## config.mk

```make
export PLATFORM = sky130hd
export DESIGN_NAME = seg7_scan_ctrl
export DESIGN_NICKNAME = d
export VERILOG_FILES = /design/src/rtl/seg7_pkg.sv /design/src/rtl/seg7_scan_ctrl_hex.sv /design/src/rtl/seg7_scan_ctrl.sv
export SDC_FILE = /design/constraint.sdc
export NUM_CORES = 1
export LEC_CHECK = 0
export BUFFER_PORTS_ARGS = -buffer_cell sky130_fd_sc_hd__clkbuf_2
export CAP_MARGIN = 20
export CORE_MARGIN = 3
export CORE_UTILIZATION = 35
export DETAILED_ROUTE_END_ITERATION = 12
export GPL_TIMING_DRIVEN = 0
export REMOVE_ABC_BUFFERS = 1
export SETUP_SLACK_MARGIN = 0.5
export SLEW_MARGIN = 20
export SYNTH_ARGS = -nofsm -noshare
export SYNTH_HDL_FRONTEND = slang
export SYNTH_SLANG_ARGS = --single-unit
```

## constraint.sdc

```tcl
create_clock -name clk -period 2.96 [get_ports clk]
set_clock_uncertainty 0.2 [all_clocks]
set_input_delay 0.592 -clock clk [delete_from_list [all_inputs] [get_ports clk]]
set_output_delay 0.592 -clock clk [all_outputs]
set_load 0.005 [all_outputs]
```

## src/rtl/seg7_pkg.sv

```systemverilog
// Shared definitions for the 4-digit common-anode seven-segment scan controller.
// Contents: slot-state encoding, display geometry constants, hex->segment decode.
// Segment vectors are {g,f,e,d,c,b,a}, active-low; anode vectors are active-low.
package seg7_pkg;

    typedef enum logic [1:0] {
        ST_BLANK = 2'd0,   // phase 0 of every slot: ghosting guard, nothing lit
        ST_ON    = 2'd1,   // phases 1..bright: selected digit lit
        ST_DARK  = 2'd2    // phases bright+1..7: nothing lit (PWM off time)
    } slot_state_e;

    localparam int         NUM_DIGITS = 4;
    localparam int         NUM_PHASES = 8;
    localparam logic [6:0] SEG_OFF    = 7'h7F;
    localparam logic [3:0] AN_OFF     = 4'hF;

    // Standard hex font, active-low, bit order {g,f,e,d,c,b,a}.
    function automatic logic [6:0] hex_to_seg(input logic [3:0] nib);
        logic [6:0] s;
        case (nib)
            4'h0: s = 7'h40;
            4'h1: s = 7'h79;
            4'h2: s = 7'h24;
            4'h3: s = 7'h30;
            4'h4: s = 7'h19;
            4'h5: s = 7'h12;
            4'h6: s = 7'h02;
            4'h7: s = 7'h78;
            4'h8: s = 7'h00;
            4'h9: s = 7'h10;
            4'hA: s = 7'h08;
            4'hB: s = 7'h03;
            4'hC: s = 7'h46;
            4'hD: s = 7'h21;
            4'hE: s = 7'h06;
            default: s = 7'h0E;
        endcase
        return s;
    endfunction

endpackage

```

## src/rtl/seg7_scan_ctrl_hex.sv

```systemverilog
// Combinational hex nibble to seven-segment pattern decoder.
// Ports: nibble_i (4-bit hex digit) -> seg_o (7-bit {g,f,e,d,c,b,a}, active-low).
// Zero latency; no handshake, pure function of the input.
module hex_to_seg7
    import seg7_pkg::*;
(
    input  logic [3:0] nibble_i,
    output logic [6:0] seg_o
);

    assign seg_o = hex_to_seg(nibble_i);

endmodule

```

## src/rtl/seg7_scan_ctrl.sv

```systemverilog
// Scan controller for a 4-digit common-anode seven-segment display with
// double-buffered contents and per-slot PWM brightness.
// Ports: clk/rst (sync active-high); load strobe with value/dp_in/dig_en/bright
// into the pending buffer; an/seg/dp active-low pins; frame_tick end-of-frame pulse.
// Latency: all pins registered, one cycle behind the counter/slot state.
// No backpressure: load is always accepted, only the last load in a frame is kept.
module seg7_scan_ctrl
    import seg7_pkg::*;
#(
    parameter int PHASE_LEN = 6250,
    parameter int PHASE_W   = 13
) (
    input  logic        clk,
    input  logic        rst,
    input  logic        load,
    input  logic [15:0] value,
    input  logic [3:0]  dp_in,
    input  logic [3:0]  dig_en,
    input  logic [2:0]  bright,
    output logic [3:0]  an,
    output logic [6:0]  seg,
    output logic        dp,
    output logic        frame_tick
);

    localparam logic [PHASE_W-1:0] CNT_MAX   = PHASE_W'(PHASE_LEN - 1);
    localparam logic [2:0]         PHASE_MAX = 3'(NUM_PHASES - 1);
    localparam logic [1:0]         PTR_MAX   = 2'(NUM_DIGITS - 1);

    // Scan counters
    logic [PHASE_W-1:0] cnt_q, cnt_d;
    logic [2:0]         phase_q, phase_d;
    logic [1:0]         ptr_q, ptr_d;

    // Slot FSM and the brightness latched for the current slot
    slot_state_e state_q, state_d;
    logic [2:0]  slot_bright_q, slot_bright;

    // Active (displayed) and pending (host-written) buffers
    logic [15:0] act_value_q, pend_value_q;
    logic [3:0]  act_dp_q,    pend_dp_q;
    logic [3:0]  act_en_q,    pend_en_q;
    logic [2:0]  act_bright_q, pend_bright_q;

    // Registered pins
    logic [3:0] an_q, an_d;
    logic [6:0] seg_q, seg_d;
    logic       dp_q, dp_d;
    logic       tick_q;

    logic       cnt_wrap, phase_wrap, frame_end, slot_start;
    logic [6:0] seg_dec;

    assign cnt_wrap   = (cnt_q == CNT_MAX);
    assign phase_wrap = cnt_wrap && (phase_q == PHASE_MAX);
    assign frame_end  = phase_wrap && (ptr_q == PTR_MAX);
    assign slot_start = (phase_q == 3'd0) && (cnt_q == '0);

    // On the first cycle of a slot the latch has not been loaded yet, so the
    // active buffer is looked at directly; this keeps PHASE_LEN=1 correct too.
    assign slot_bright = slot_start ? act_bright_q : slot_bright_q;

    hex_to_seg7 u_dec (
        .nibble_i (act_value_q[{ptr_q, 2'b00} +: 4]),
        .seg_o    (seg_dec)
    );

    // Counter next-state; phase and ptr wrap naturally at their widths.
    always_comb begin
        cnt_d   = cnt_wrap ? '0 : cnt_q + 1'b1;
        phase_d = cnt_wrap ? phase_q + 3'd1 : phase_q;
        ptr_d   = phase_wrap ? ptr_q + 2'd1 : ptr_q;
    end

    // Slot FSM next-state
    always_comb begin
        state_d = state_q;
        case (state_q)
            ST_BLANK: begin
                if (cnt_wrap) begin
                    state_d = (slot_bright != 3'd0) ? ST_ON : ST_DARK;
                end
            end
            ST_ON: begin
                // Slot end wins over the bright==7 case, which ends on phase 7.
                if (phase_wrap) begin
                    state_d = ST_BLANK;
                end else if (cnt_wrap && (phase_q == slot_bright)) begin
                    state_d = ST_DARK;
                end
            end
            ST_DARK: begin
                if (phase_wrap) begin
                    state_d = ST_BLANK;
                end
            end
            default: state_d = ST_BLANK;
        endcase
    end

    // Pin next-state: blank everything unless the slot is lit.
    always_comb begin
        an_d  = AN_OFF;
        seg_d = SEG_OFF;
        dp_d  = 1'b1;
        if (state_q == ST_ON) begin
            if (act_en_q[ptr_q]) begin
                an_d[ptr_q] = 1'b0;
            end
            seg_d = seg_dec;
            dp_d  = ~act_dp_q[ptr_q];
        end
    end

    always_ff @(posedge clk) begin
        if (rst) begin
            cnt_q         <= '0;
            phase_q       <= '0;
            ptr_q         <= '0;
            state_q       <= ST_BLANK;
            slot_bright_q <= '0;
            act_value_q   <= '0;
            act_dp_q      <= '0;
            act_en_q      <= '0;
            act_bright_q  <= '0;
            pend_value_q  <= '0;
            pend_dp_q     <= '0;
            pend_en_q     <= '0;
            pend_bright_q <= '0;
            an_q          <= AN_OFF;
            seg_q         <= SEG_OFF;
            dp_q          <= 1'b1;
            tick_q        <= 1'b0;
        end else begin
            cnt_q         <= cnt_d;
            phase_q       <= phase_d;
            ptr_q         <= ptr_d;
            state_q       <= state_d;
            slot_bright_q <= slot_bright;
            an_q          <= an_d;
            seg_q         <= seg_d;
            dp_q          <= dp_d;
            tick_q        <= frame_end;

            if (load) begin
                pend_value_q  <= value;
                pend_dp_q     <= dp_in;
                pend_en_q     <= dig_en;
                pend_bright_q <= bright;
            end

            // Active only changes at the frame boundary; a load landing on that
            // very cycle bypasses pending so it is shown in the next slot 0.
            if (frame_end) begin
                if (load) begin
                    act_value_q  <= value;
                    act_dp_q     <= dp_in;
                    act_en_q     <= dig_en;
                    act_bright_q <= bright;
                end else begin
                    act_value_q  <= pend_value_q;
                    act_dp_q     <= pend_dp_q;
                    act_en_q     <= pend_en_q;
                    act_bright_q <= pend_bright_q;
                end
            end
        end
    end

    assign an         = an_q;
    assign seg        = seg_q;
    assign dp         = dp_q;
    assign frame_tick = tick_q;

endmodule

```

Yosys cells after proc, flatten, opt, wreduce, memory -nomap -nowiden
Memories as Yosys holds them, arrays and structs flattened. A register that Yosys moved wholly into a read port is not among the register bits.
Index checks and enable logic that the tools add are counted.
W data, S select, Z words.

word-level totals
  bits in registers = 83
  latch bits = 0
  bits in writable memories = 0
  ROM bits = 112
  input bits = 30
  output and inout port bits = 13
  word-level logic and storage cells = 66
  memories kept = 1

memories
  memory            depth  width  rd ports  clocked after memory_dff  wr ports  RTL line        source
  (name not given)  16     7      1         1                         0         seg7_pkg.sv:20  case (nib)

cells by class
  add/subtract/negate cells = 3
  $mul = 0
  div/mod/pow operators = 0
  order comparisons = 2
  equality and inequality tests = 9
  shifts and indexed selects = 1
  multiplexer cells = 17
  bitwise logic cells = 4
  reductions and logical operators = 13

operators with widths
  kind                     number
  $mux W16                 1
  $shiftx A16 B5 Y4        1
  $add A13 B1 Y13 const B  1
  $eq A13 B13 Y1 const B   1
  $logic_not A13 Y1        1
  $mux W2                  5
  $mux W4                  2
  $mux W3                  2
  $pmux W2 S3              1
  $logic_and A1 B1 Y1      5
  $bmux W1 S2              2
  $eq A2 B2 Y1 const B     2
  $ne A2 B2 Y1 const B     2
  $not A4 Y4               1
  $reduce_or A2 Y1         2
  $add A3 B1 Y3 const B    1
  $eq A3 B3 Y1             1
  $eq A3 B3 Y1 const B     1
  $logic_not A3 Y1         1
  $lt A2 B3 Y1 const B     1
  $mux W1                  3
  $ne A3 B3 Y1 const B     1
  $not A1 Y1               3
  $reduce_and A3 Y1        1
  other kinds (7)          7

Logic depth before layout (Yosys ltp)
Gate-level depths: netlist of run 1.

  depth in word-level cells = 8
  depth in mapped cells = 9
  mapped depth without buffers = 8

Modules after synthesis
Synthesis of run 1 repeated with hierarchy kept, for this count alone.

unflattened totals
  cell total of the unflattened synthesis = 381
  area, all modules = 3933.8 µm²

by module, submodules not included
  module          times used  cells each  area an instance (µm²)
  seg7_scan_ctrl  1           349         3658.5
  hex_to_seg7     1           32          275.3

Worst setup path before layout of run 1
No wires, ideal clock.

  path type = reg-to-reg
  start point = register ptr_q[0]
  end point = register seg_q[3] (netlist: seg[3])
  setup time = 0.058 ns
  data arrival time = 1.958 ns
  required time = 2.702 ns
  path slack = 0.744 ns
  cell stages (with the launch flop) = 9
  path buffers = 1
  cell sequence = dfxtp_1 > buf_2 > mux4_2 > inv_1 > ha_1 > nor2_1 > a21oi_1 > mux2_2 > nand2_1

between the ends
  longest elaborated chain between the ends = 1

RTL lines
  what                    RTL line               source
  from (decl)             seg7_scan_ctrl.sv:33   logic [1:0] ptr_q, ptr_d;
  from (signal assigned)  seg7_scan_ctrl.sv:137  ptr_q <= ptr_d;
  $shiftx A16 B5 Y4       seg7_scan_ctrl.sv:64   .nibble_i (act_value_q[{ptr_q, 2'b00} +: 4]),
  to (decl)               seg7_scan_ctrl.sv:47   logic [6:0] seg_q, seg_d;

Every way passes these cells.
A chain may end at the register's enable or synchronous reset.

Final worst setup path of run 1
  start point = register cnt_q[2]
  end point = register state_q[0]

between the ends
  longest elaborated chain between the ends = 7

RTL lines
  what                                                               RTL line                                    source
  from (decl)                                                        seg7_scan_ctrl.sv:31                        logic [PHASE_W-1:0] cnt_q, cnt_d;
  from (signal assigned)                                             seg7_scan_ctrl.sv:135                       cnt_q <= cnt_d;
  $logic_not A13 Y1                                                  seg7_scan_ctrl.sv:57                        assign slot_start = (phase_q == 3'd0) && (cnt_q == '0);
  $logic_and A1 B1 Y1                                                seg7_scan_ctrl.sv:57
  $mux W3                                                            seg7_scan_ctrl.sv:61                        assign slot_bright = slot_start ? act_bright_q : slot_bright_q;
  $eq A3 B3 Y1 / $reduce_bool A3 Y1 (equally long branches)          seg7_scan_ctrl.sv:88, seg7_scan_ctrl.sv:81
  $logic_and A1 B1 Y1 / $mux W2 (equally long branches)              seg7_scan_ctrl.sv:88, seg7_scan_ctrl.sv:81
  $ne A3 B3 Y1 (no line) / $mux W2 (equally long branches)           --
  $reduce_and A3 Y1 (no line) / $pmux W2 S3 (equally long branches)  --
  to (signal assigned)                                               seg7_scan_ctrl.sv:138                       state_q <= state_d;
  to (decl)                                                          seg7_scan_ctrl.sv:36                        slot_state_e state_q, state_d;

Several ways; a longest one is shown, not always the timed one. The select of a mux whose other input is x is not followed.

==> results of run 1 <==
==> per-layer routing <==
layer	part of all wire, %	up-vias	GRT usage (%)	wire, µm
met2	46	44	18.48	3258
met3	4.2	12	3.582	300
met4	1.8	0	5.076	130
li1	-	1398	-	-
met5	0	-	0	0
met1	48	1223	16.01	3371
==> cell usage after synthesis <==
cell type                   count
sky130_fd_sc_hd__o2111a_1       1
sky130_fd_sc_hd__nor2_1        85
sky130_fd_sc_hd__clkbuf_1      12
sky130_fd_sc_hd__a21oi_1        7
sky130_fd_sc_hd__mux2_2         1
sky130_fd_sc_hd__or4_1          2
sky130_fd_sc_hd__nand4b_1       1
sky130_fd_sc_hd__o211ai_2       1
sky130_fd_sc_hd__buf_4          5
sky130_fd_sc_hd__nor4_1         2
sky130_fd_sc_hd__or2_2          2
sky130_fd_sc_hd__ha_1          16
sky130_fd_sc_hd__nand3_1        7
sky130_fd_sc_hd__and2_1         5
sky130_fd_sc_hd__nand2b_1       3
sky130_fd_sc_hd__mux4_2         6
sky130_fd_sc_hd__a221oi_1       1
sky130_fd_sc_hd__nand4_1        2
sky130_fd_sc_hd__o22ai_1        1
sky130_fd_sc_hd__inv_1         10
sky130_fd_sc_hd__nor2b_1        1
sky130_fd_sc_hd__nor4bb_1       1
sky130_fd_sc_hd__dfxtp_1       90
sky130_fd_sc_hd__or2_1          1
sky130_fd_sc_hd__nor4b_1        1
sky130_fd_sc_hd__a2bb2oi_1      1
sky130_fd_sc_hd__and4_1         1
sky130_fd_sc_hd__o21ai_0        3
sky130_fd_sc_hd__o211ai_1       2
sky130_fd_sc_hd__nand4bb_1      1
sky130_fd_sc_hd__buf_2          5
sky130_fd_sc_hd__a31oi_1        2
sky130_fd_sc_hd__nor3_1         2
sky130_fd_sc_hd__o31ai_1        1
sky130_fd_sc_hd__a31o_2         1
sky130_fd_sc_hd__nand2_1       18
sky130_fd_sc_hd__xnor2_1        7
sky130_fd_sc_hd__and3_1         5
sky130_fd_sc_hd__xor2_1         8
sky130_fd_sc_hd__a211oi_1      27
sky130_fd_sc_hd__o221ai_1       1
sky130_fd_sc_hd__mux2i_1       35
sky130_fd_sc_hd__buf_1          1
==> critical path: stages, from the launching register on <==
cell                        delay, ns
sky130_fd_sc_hd__dfxtp_1         0.36
sky130_fd_sc_hd__or4_4           0.58
sky130_fd_sc_hd__nand4bb_4       0.32
sky130_fd_sc_hd__o2111a_1        0.23
sky130_fd_sc_hd__or4_1           0.53
sky130_fd_sc_hd__o211ai_2        0.09
==> power groups by stage <==
stage | combinational [mW] | clock (mW) | sequential, mW
5_1_grt | 0.140 | 1.01 | 1.25
6_report | 0.126 | 0.928 | 1.24
2_1_floorplan | 0.0640 | 0 | 1.27
4_1_cts | 0.127 | 0.967 | 1.24
3_3_place_gp | 0.118 | 0 | 1.27
3_5_place_dp | 0.120 | 0 | 1.27
==> cells by family after synthesis <==
group	share of synthesized area, %
muxes	13.22
xor gates and xnor gates	3.497
buffers and inverters	3.963
adders and majority gates	5.328
AOI/OAI and AO/OA	9.390
DFF	47.95
and+or+nand+nor	16.65
==> worst paths after layout <==
kind                              startpoint      endpoint  slack [ns]
worst max-delay path                cnt_q[2]    state_q[0]        0.60
worst min-delay path            pend_dp_q[3]  pend_dp_q[3]        0.30
worst max register to register      cnt_q[2]    state_q[0]        0.60
worst min register to register  pend_dp_q[3]  pend_dp_q[3]        0.30
==> cell type report <==
class / instances / area (µm²)
Fill cell: 1046 / 5974
Multi-Input combinational cell: 262 / 1868
Sequential cell: 90 / 1805
Timing Repair Buffer: 47 / 287.8
Tap cell: 136 / 170.2
Clock buffer: 11 / 141.4
Clock inverter: 5 / 85.08
Inverter: 10 / 37.54
==> flip-flops by register name, indices dropped and copies added (netlist names) <==
signal         cells
act_bright_q       3
act_dp_q           4
act_en_q           4
act_value_q       16
an                 4
cnt_q             13
dp                 1
frame_tick         1
pend_bright_q      3
pend_dp_q          4
pend_en_q          4
pend_value_q      16
phase_q            3
ptr_q              2
seg                7
slot_bright_q      3
state_q            2
==> what timing repair did <==
item | 4_1_cts | 5_1_grt
cloned | 0 | 1
resized for setup | 8 | 5
endpoints found under the setup margin | 30 | 29
buffers inserted | 2 | 0
pin swaps | 3 | 1
hold buffers | 0 | 0
==> PnR_summary.wiki, run 1 <==
{| class="wikitable"
! Metric !! Value
|-
| Proportion of layout cells with a drive suffix above 1 || a little under a fifth
|-
| Final cell count without fillers || roughly 560
|-
| Power share of the clock group || 40.4%
|-
| Leading post-synthesis cells by cell area || sky130_fd_sc_hd__dfxtp_1 48%, sky130_fd_sc_hd__mux2i_1 9.3%, sky130_fd_sc_hd__nor2_1 8.5%, sky130_fd_sc_hd__a211oi_1 5.4%, sky130_fd_sc_hd__ha_1 5.3%
|-
| Min Tclk post-route || about 2.4 ns
|-
| Yosys reg bits || 90
|-
| Gate power share || under 10%
|-
| DR iter-0 viols || around 130
|-
| Via count of the first global-routing pass || roughly 2,400
|-
| Depth of the worst register-to-register path || 5
|-
| Final net count || 466
|-
| Overall via count from detail_route || ~2,700
|-
| Commonest cells after routing, fill and taps aside || 89 x sky130_fd_sc_hd__dfxtp_1, 85 x sky130_fd_sc_hd__nor2_1, 41 x sky130_fd_sc_hd__clkbuf_2
|-
| Class of the worst hold path || reg -> reg
|-
| Leakage power total || between 1.5 and 2 nW
|-
| Finished layout cell area || roughly 0.0044 mm²
|-
| Area Growth Syn to Fin || 16.98%
|-
| Setup slack after placement || between 0.01 and 0.015 ns
|-
| Maximum level of the CTS H-tree || 3
|-
| Kind of end point of the critical path || flip-flop
|-
| Slew of the pin with the lowest slew margin || approximately 0.9 ns
|-
| Insertion delay to the later sink of the worst-skew pair || 0.35 ns
|-
| CTS tree || done
|-
| Ports placed on the boundary || 43
|-
| Number of buffers inserted during clock tree synthesis || 9
|-
| Peak Freq || 423.1 MHz
|-
| Final-report hold violation count || 0
|-
| Max-slew violations || 0
|-
| Cell total after placement || between 500 and 600
|-
| Buffer levels on the longest clock path || 2
|-
| Sw frac || a little over a fifth
|-
| CP required || just over 3 ns
|-
| Average via count per standard cell || approximately 4.8
|-
| Antenna violations before repair || 0
|-
| Worst Setup Path Type || reg -> reg
|-
| RSZ-0062 raised after global routing || false
|-
| Internal power of the cells || around 1.8 mW
|-
| Clock transition at the register clock pins on the worst setup and hold paths after CTS || 0.09 ns
|-
| Core Area || about 0.010 mm²
|-
| Maximum resistive drop on vdd || around 300 µV
|-
| Wire length of the first global-routing pass || ~11,000 µm
|-
| Min Hold Slack || roughly 0.30 ns
|-
| Setup violation total in the final timing report || 0
|-
| Number of standard-cell rows in the floorplan || 37
|-
| Final Util || between 40% and 50%
|-
| Unique masters post-synth || 43
|-
| Die width || about 110 µm
|-
| Initial core utilization || 36.23%
|-
| Area fraction of the dominant cell type after synthesis || between 40% and 50%
|-
| Critical Path Source Type || flip-flop
|-
| Pre-antenna DRT Iters || 4
|-
| Part of the power in registers || 54.1%
|-
| Post-detailed-route count of antenna-violating nets || 0
|-
| Worst Slack Setup Final || roughly 0.60 ns
|-
| Root buf cell || sky130_fd_sc_hd__clkbuf_8
|-
| Largest net degree at the start of global routing || between 60 and 70
|-
| Largest area contributor in the netlist || sky130_fd_sc_hd__dfxtp_1
|-
| Syn Area/Cell || between 9 and 10 µm²
|-
| Detailed-route wire length per cell || 12.58 µm
|-
| Total wirelength of the detailed-routed design || about 7000 µm
|-
| Max-capacitance violation count || 0
|-
| Number of stages on the worst hold path || 2
|-
| Overall overflow remaining after global route || 0
|-
| Status || completed
|-
| Clock sink count || 90
|-
| # diodes || 0
|-
| Worst-path fanout max || 6
|-
| Sequential share of the synthesized area || a little under half
|-
| Most common cell after layout, fill and taps aside || sky130_fd_sc_hd__dfxtp_1
|-
| Reported net switching power || roughly 500 µW
|-
| Placed wire-length estimate after detailed placement || around 4700 µm
|-
| Instance area after placement || roughly 0.0041 mm²
|-
| Detailed-route DRC error count || 0
|-
| Overall die height || ~110 µm
|-
| Gate count after technology mapping || slightly below 400
|-
| Count of input and output buffers || 42
|-
| Global router's overall resource usage || 12.13%
|-
| Sum of internal, switching and leakage power || between 2 and 2.5 mW
|-
| Crit path arrival time || 2.45 ns
|-
| Slew margin rel. || between 30% and 40%
|-
| Pwr dens || 522.4 mW/mm²
|-
| Number of warning messages in the yosys log || 0
|-
| Sum Neg Setup Slack || 0 ns
|-
| Routability congestion estimate || about 0.75
|-
| Die ar. || roughly 0.012 mm²
|-
| Period Utilization, post-route || between 70% and 80%
|-
| Post-synthesis instance area || 0.003757 mm²
|}
(Power assumes the default switching activity.)
==> inputs of run 2 (changes only) <==
==> constraint.sdc (replaced) <==
create_clock -name clk -period 2.4 [get_ports clk]
set_clock_uncertainty 0.2 [all_clocks]
set_input_delay 0.48 -clock clk [delete_from_list [all_inputs] [get_ports clk]]
set_output_delay 0.48 -clock clk [all_outputs]
set_load 0.005 [all_outputs]
==> PnR_summary.wiki, run 2 (synthesized netlist as in run 1, its figures left out) <==
{| class="wikitable"
! Metric !! Value
|-
| Average via count per standard cell || just under 5
|-
| Root buf cell || sky130_fd_sc_hd__clkbuf_8
|-
| CTS tree || done
|-
| Pwr dens || between 500 and 600 mW/mm²
|-
| Routability congestion estimate || 0.7468
|-
| Sequential cell area || about 0.0018 mm²
|-
| Largest net degree at the start of global routing || 67
|-
| Global router's overall resource usage || 14.41%
|-
| Antenna violations before repair || 0
|-
| Post-detailed-route count of antenna-violating nets || 0
|-
| # diodes || 0
|-
| Routed met2 length || 4247 µm
|-
| Total area of multi-input combinational cells || roughly 0.0021 mm²
|-
| Total wirelength of the detailed-routed design || slightly below 9000 µm
|-
| Class of the worst hold path || in -> reg
|-
| Cell breakdown of the critical path || or4_4 -> nor4_4 -> buf_4 -> and3_4 -> buf_6 -> clkbuf_16 -> nor2_1 -> a211oi_1
|-
| Final net count || just over 500
|-
| Detailed-route DRC error count || 0
|-
| Worst-path fanout max || 5
|-
| Core Area || 0.01037 mm²
|-
| Wire length of the first global-routing pass || roughly 13,000 µm
|-
| Buffer levels on the longest clock path || 2
|-
| Clock sink count || 90
|-
| Top sig layer || met4
|-
| Number of standard-cell rows in the floorplan || 37
|-
| Final-report hold violation count || 0
|-
| Die width || 109.6 µm
|-
| Pre-antenna DRT Iters || 4
|-
| Crit path arrival time || approximately 2.4 ns
|-
| Delay contributed by the slowest stage of the critical path || between 0.5 and 0.6 ns
|-
| Maximum level of the CTS H-tree || 3
|-
| Count of hold buffers inserted by post-cts repair || 0
|-
| CP required || around 2.5 ns
|-
| Status || completed
|-
| RSZ-0062 raised after global routing || true
|-
| Sum Neg Setup Slack || 0 ns
|-
| Via count of the first global-routing pass || between 2,000 and 3,000
|-
| Overall overflow remaining after global route || 0
|-
| Master of the slowest instance on the critical path || sky130_fd_sc_hd__or4_4
|-
| Die ar. || 0.01201 mm²
|-
| Insertion delay to the later sink of the worst-skew pair || 0.35 ns
|-
| Overall via count from detail_route || just under 3,000
|-
| Max-capacitance violation count || 0
|-
| Clock transition at the register clock pins on the worst setup and hold paths after CTS || 0.09 ns
|-
| Overall die height || 109.6 µm
|-
| Proportion of layout cells with a drive suffix above 1 || a little over a third
|-
| Min Tclk post-route || 2.276 ns
|-
| Worst Setup Path Type || reg -> reg
|-
| Kind of end point of the critical path || flip-flop
|-
| Number of buffers inserted during clock tree synthesis || 9
|-
| Maximum resistive drop on vdd || 358.1 µV
|-
| Setup violation total in the final timing report || 0
|-
| Met3 Wirelength || approximately 360 µm
|-
| Critical Path Source Type || flip-flop
|-
| Commonest cells after routing, fill and taps aside || 80 x sky130_fd_sc_hd__nor2_1, 80 x sky130_fd_sc_hd__dfxtp_1, 41 x sky130_fd_sc_hd__clkbuf_2
|-
| Area Growth Syn to Fin || 34.60%
|-
| Period Utilization, post-route || 94.83%
|-
| Sum of internal, switching and leakage power || between 2 and 3 mW
|-
| Slew margin rel. || about two fifths
|-
| Slew of the pin with the lowest slew margin || 0.9268 ns
|-
| Leakage power total || 2.006 nW
|-
| Top flop regs || act_value_q x16, pend_value_q x16, cnt_q x13
|-
| Placed wire-length estimate after detailed placement || approximately 4700 µm
|-
| Count of filler cells inserted in the layout || between 900 and 1,000
|-
| Count of input and output buffers || 42
|-
| DR iter-0 viols || ~140
|-
| Peak Freq || about 440 MHz
|-
| Detailed-route wire length per cell || 14.68 µm
|-
| Ports placed on the boundary || between 40 and 50
|-
| Initial core utilization || roughly 36%
|-
| Max-slew violations || 0
|-
| Total routed wire length on the met1 layer || ~4000 µm
|}
run 2: changes by cell type in the layout (fill, tap and decap cells not counted), sizes merged:
cell,before,now
buf,4,41
mux4,6,7
run 2: critical path: cells and delay by family, from the launching register on:
family | cells | cell delay [ns]
simple gates | 4 | 1.04
buf+inv | 3 | 0.45
flops | 1 | 0.33
compound gates | 1 | 0.18
run 2: worst paths after layout:
check,depth (start not counted),end,from,slack [ns]
worst min register to register,1,cnt_q[0],cnt_q[0],0.28
worst max-delay path,8,act_value_q[3],cnt_q[9],0.12
worst min-delay path,3,pend_dp_q[3],dp_in[3],0.19
worst max register to register,8,act_value_q[3],cnt_q[9],0.12
run 2: per-layer routing:
layer  GRT usage, %  vias to the layer above
met3          3.699                       11
met1          19.22                     1411
li1               -                     1483
met4          5.521                        0
met5              0                        -
met2          22.41                       45
run 2: area by class of cell:
| cell class | instances | area share (%) |
|---|---|---|
| Timing Repair Buffer | 84 | 13.98 |
| Inverter | 10 | 0.7917 |
| Multi-Input combinational cell | 263 | 41.37 |
| Clock buffer | 11 | 2.796 |
| Tap cell | 136 | 3.365 |
| Clock inverter | 5 | 1.682 |
| Sequential cell | 90 | 36.02 |
run 2: where the power goes:
group | internal (mW) | leakage [nW] | switching [mW]
clock network | 0.621 | 0.110 | 0.537
registers | 1.52 | 0.737 | 0.0120
logic | 0.0796 | 1.16 | 0.0915
run 2: timing repair:
action	in CTS	in global routing
buffers inserted	24	10
setup endpoints to repair	62	57
pin swaps	18	9
gates cloned	4	3
gates resized for setup	51	39
run 2: metrics by stage:
| step | worst slack [ns] | util [%] | instance area (µm²) | std cells | hold WS (ns) |
|---|---|---|---|---|---|
| 2_1_floorplan | -1.316 | - | 3646 | 362 | 0.2563 |
| 3_3_place_gp | -2.252 | 38.83 | 4026 | 540 | 0.2708 |
| 3_5_place_dp | -0.5458 | 39.17 | 4061 | 542 | 0.2796 |
| 4_1_cts | 0.04883 | 46.09 | 4780 | 586 | 0.1666 |
| 5_1_grt | 0.06895 | 48.77 | 5057 | 599 | 0.1890 |
| 6_report | 0.1240 | 48.77 | 5057 | 599 | 0.1858 |
==> inputs of run 3 (changes only) <==
--- a/config.mk
+++ b/config.mk
@@ -5,12 +5,14 @@
 export SDC_FILE = /design/constraint.sdc
 export NUM_CORES = 1
 export LEC_CHECK = 0
+export ABC_AREA = 1
 export BUFFER_PORTS_ARGS = -buffer_cell sky130_fd_sc_hd__clkbuf_2
 export CAP_MARGIN = 20
 export CORE_MARGIN = 3
 export CORE_UTILIZATION = 35
 export DETAILED_ROUTE_END_ITERATION = 12
 export GPL_TIMING_DRIVEN = 0
+export HOLD_SLACK_MARGIN = 0.1
 export REMOVE_ABC_BUFFERS = 1
 export SETUP_SLACK_MARGIN = 0.5
 export SLEW_MARGIN = 20
==> PnR_summary.wiki, run 3 <==
{| class="wikitable"
! Metric !! Value
|-
| Gate count after technology mapping || between 500 and 600
|-
| Initial core utilization || 35.98%
|-
| Overall die height || between 100 and 150 µm
|-
| Sequential share of the synthesized area || a little over two fifths
|-
| DR iter-0 viols || 146
|-
| Yosys reg bits || 90
|-
| Average via count per standard cell || about 4.9
|-
| Status || completed
|-
| Maximum level of the CTS H-tree || 3
|-
| Max-capacitance violation count || 0
|-
| Proportion of layout cells with a drive suffix above 1 || approximately a third
|-
| Count of hold buffers inserted by post-cts repair || 0
|-
| Post-synthesis instance area || 0.004126 mm²
|-
| RSZ-0062 raised after global routing || true
|-
| Total area of multi-input combinational cells || approximately 0.0023 mm²
|-
| Core Area || ~0.011 mm²
|-
| Number of warning messages in the yosys log || 0
|-
| Antenna violations before repair || 0
|-
| Unique masters post-synth || 36
|-
| Detailed-route DRC error count || 0
|-
| Number of standard-cell rows in the floorplan || 39
|-
| Most common flop cell mapped by yosys || sky130_fd_sc_hd__dfxtp_1
|-
| Wire length of the first global-routing pass || about 16,000 µm
|-
| Count of input and output buffers || between 40 and 50
|-
| Leading post-synthesis cells by cell area || sky130_fd_sc_hd__dfxtp_1 44%, sky130_fd_sc_hd__nand2_1 7.8%, sky130_fd_sc_hd__mux2i_1 6.5%, sky130_fd_sc_hd__inv_1 5.7%, sky130_fd_sc_hd__nand3_1 5.7%
|-
| Via count of the first global-routing pass || 3,328
|-
| Kind of end point of the critical path || flip-flop
|-
| Count of filler cells inserted in the layout || approximately 1,100
|-
| Peak Freq || ~520 MHz
|-
| CTS tree || done
|-
| Insertion delay to the later sink of the worst-skew pair || ~0.33 ns
|-
| Period Utilization, post-route || around four fifths
|-
| Finished layout cell area || 0.005406 mm²
|-
| Instance area after placement || 0.004399 mm²
|-
| Slew of the pin with the lowest slew margin || roughly 0.90 ns
|-
| Area fraction of the dominant cell type after synthesis || a little over two fifths
|-
| Most used standard cell by instance count after synthesis || sky130_fd_sc_hd__dfxtp_1
|-
| Overall via count from detail_route || around 3,600
|-
| Top flop regs || act_value_q x16, pend_value_q x16, cnt_q x13
|-
| Largest net degree at the start of global routing || 36
|-
| Maximum resistive drop on vdd || between 200 and 300 µV
|-
| Leakage power total || 2.212 nW
|-
| Number of synthesized flops with an enable pin || 0
|-
| Routability congestion estimate || around 0.83
|-
| Slew margin rel. || between 30% and 40%
|-
| Syn Area/Cell || about 8 µm²
|-
| Pre-antenna DRT Iters || 6
|-
| Final net count || 630
|-
| Pwr dens || 584.2 mW/mm²
|-
| Share of synthesized flip-flops with an asynchronous set or reset || 0%
|-
| Overall overflow remaining after global route || 0
|-
| Worst-path fanout max || 7
|-
| Sum of internal, switching and leakage power || approximately 3.2 mW
|-
| Ports placed on the boundary || between 40 and 50
|-
| Buffer levels on the longest clock path || 2
|-
| Global router's overall resource usage || around 15%
|-
| Die width || about 110 µm
|-
| Most common cell after layout, fill and taps aside || sky130_fd_sc_hd__dfxtp_1
|-
| Sequential cell area || approximately 0.0018 mm²
|-
| Max-slew violations || 0
|-
| Total wirelength of the detailed-routed design || 9816 µm
|-
| Largest area contributor in the netlist || sky130_fd_sc_hd__dfxtp_1
|-
| Top post-synthesis cells by count || 90 x sky130_fd_sc_hd__dfxtp_1, 86 x sky130_fd_sc_hd__nand2_1, 63 x sky130_fd_sc_hd__inv_1
|-
| Class of the worst hold path || in -> reg
|-
| Area Growth Syn to Fin || 31.02%
|-
| Clock sink count || 90
|-
| Commonest cells after routing, fill and taps aside || 78 x sky130_fd_sc_hd__dfxtp_1, 74 x sky130_fd_sc_hd__nand2_1, 55 x sky130_fd_sc_hd__nor2_1
|-
| Die ar. || roughly 0.013 mm²
|-
| Root buf cell || sky130_fd_sc_hd__clkbuf_16
|-
| CP required || roughly 2.4 ns
|-
| Post-detailed-route count of antenna-violating nets || 0
|-
| Crit path arrival time || roughly 1.9 ns
|-
| Min Tclk post-route || 1.908 ns
|-
| Placed wire-length estimate after detailed placement || ~5900 µm
|-
| Detailed-route wire length per cell || approximately 13 µm
|-
| # diodes || 0
|-
| Final-report hold violation count || 0
|-
| Clock transition at the register clock pins on the worst setup and hold paths after CTS || about 0.060 ns
|-
| Number of buffers inserted during clock tree synthesis || 9
|-
| Worst Setup Path Type || reg -> reg
|-
| Setup violation total in the final timing report || 0
|-
| Critical Path Source Type || flip-flop
|}
==> run 3: cell types whose count changed after synthesis, sizes merged, moves of 19 or more <==
cell    previous run  this run
a211oi            27         0
a21oi              7        51
inv               10        65
nand2             18        89
nand3              7        47
nor2              85        66
o21ai              3        24
==> run 3: kinds of logic (layout without fill, tap and decap cells) <==
group	Yosys count	in the layout	share of synthesized area (%)
muxes	27	27	6.549
adders and majority gates	16	16	4.851
DFF	90	90	43.66
buffers and inverters	87	150	8.824
and+or+nand+nor	220	222	23.83
xor gates and xnor gates	1	1	0.2123
AOI/OAI and AO/OA	82	82	12.07
==> run 3: final cells by class <==
cell class              instances  share of cell area, %
clock buffers                   9                  4.166
clock inverters                 6                  1.250
inverters                      66                  4.953
multi-input cells             348                  43.05
flip-flops and latches         90                  33.79
well taps                     143                  3.309
repair buffers                 69                  9.489
==> run 3: critical path, cell delays in order (launching register included) <==
cell and delay, ns:
sky130_fd_sc_hd__dfxtp_2 0.37, sky130_fd_sc_hd__ha_4 0.14, sky130_fd_sc_hd__inv_2 0.04, sky130_fd_sc_hd__nor3_4 0.14, sky130_fd_sc_hd__nand4_4 0.17, sky130_fd_sc_hd__buf_12 0.18, sky130_fd_sc_hd__nor2_4 0.15, sky130_fd_sc_hd__clkbuf_16 0.19
sky130_fd_sc_hd__nand3_2 0.06, sky130_fd_sc_hd__nand2_1 0.10, sky130_fd_sc_hd__a21oi_1 0.04
==> run 3: worst paths after layout <==
path / slack (ns) / from / end / depth (start not counted)
setup reg to reg: 0.49 / cnt_q[0] / act_en_q[1] / 10
hold reg to reg: 0.24 / act_en_q[0] / act_en_q[0] / 2
hold / removal: 0.21 / dp_in[2] / pend_dp_q[2] / 3
setup / recovery: 0.49 / cnt_q[0] / act_en_q[1] / 10
==> run 3: report_power, final <==
| part | total [mW] | leakage (nW) | internal [mW] | switching, mW |
|---|---|---|---|---|
| Clock | 1.39 | 0.138 | 0.804 | 0.589 |
| Sequential | 1.54 | 0.739 | 1.53 | 0.0142 |
| Combinational | 0.225 | 1.34 | 0.0857 | 0.139 |
==> run 3: layer usage <==
| metal | vias up | share of wire (%) | track usage [%] |
|---|---|---|---|
| met1 | 1677 | 48 | 20.04 |
| li1 | 1833 | - | - |
| met5 | - | 0 | 0 |
| met4 | 0 | 1.5 | 5.305 |
| met3 | 13 | 3.9 | 3.224 |
| met2 | 55 | 47 | 22.58 |
==> run 3: per-stage QoR <==
stage                     utilization (%)  setup WS, ns  setup TNS (ns)  instances  hold WS (ns)
final                               47.15        0.4916               0        731        0.2061
after global routing                47.15        0.3803               0        731        0.2348
after CTS                           42.91        0.5040               0        718        0.1999
after detailed placement            38.36       -0.9681          -35.66        687        0.2312
after global placement              38.36       -0.8833          -30.99        687        0.2311
after floorplan                         -        0.2284               0        502        0.2176
==> run 3: timing repair <==
| item | in CTS | in global routing |
|---|---|---|
| endpoints found under the setup margin | 60 | 45 |
| pin swaps | 6 | 13 |
| gates cloned | 2 | 1 |
| setup buffers | 14 | 12 |
| resized for setup | 35 | 95 |
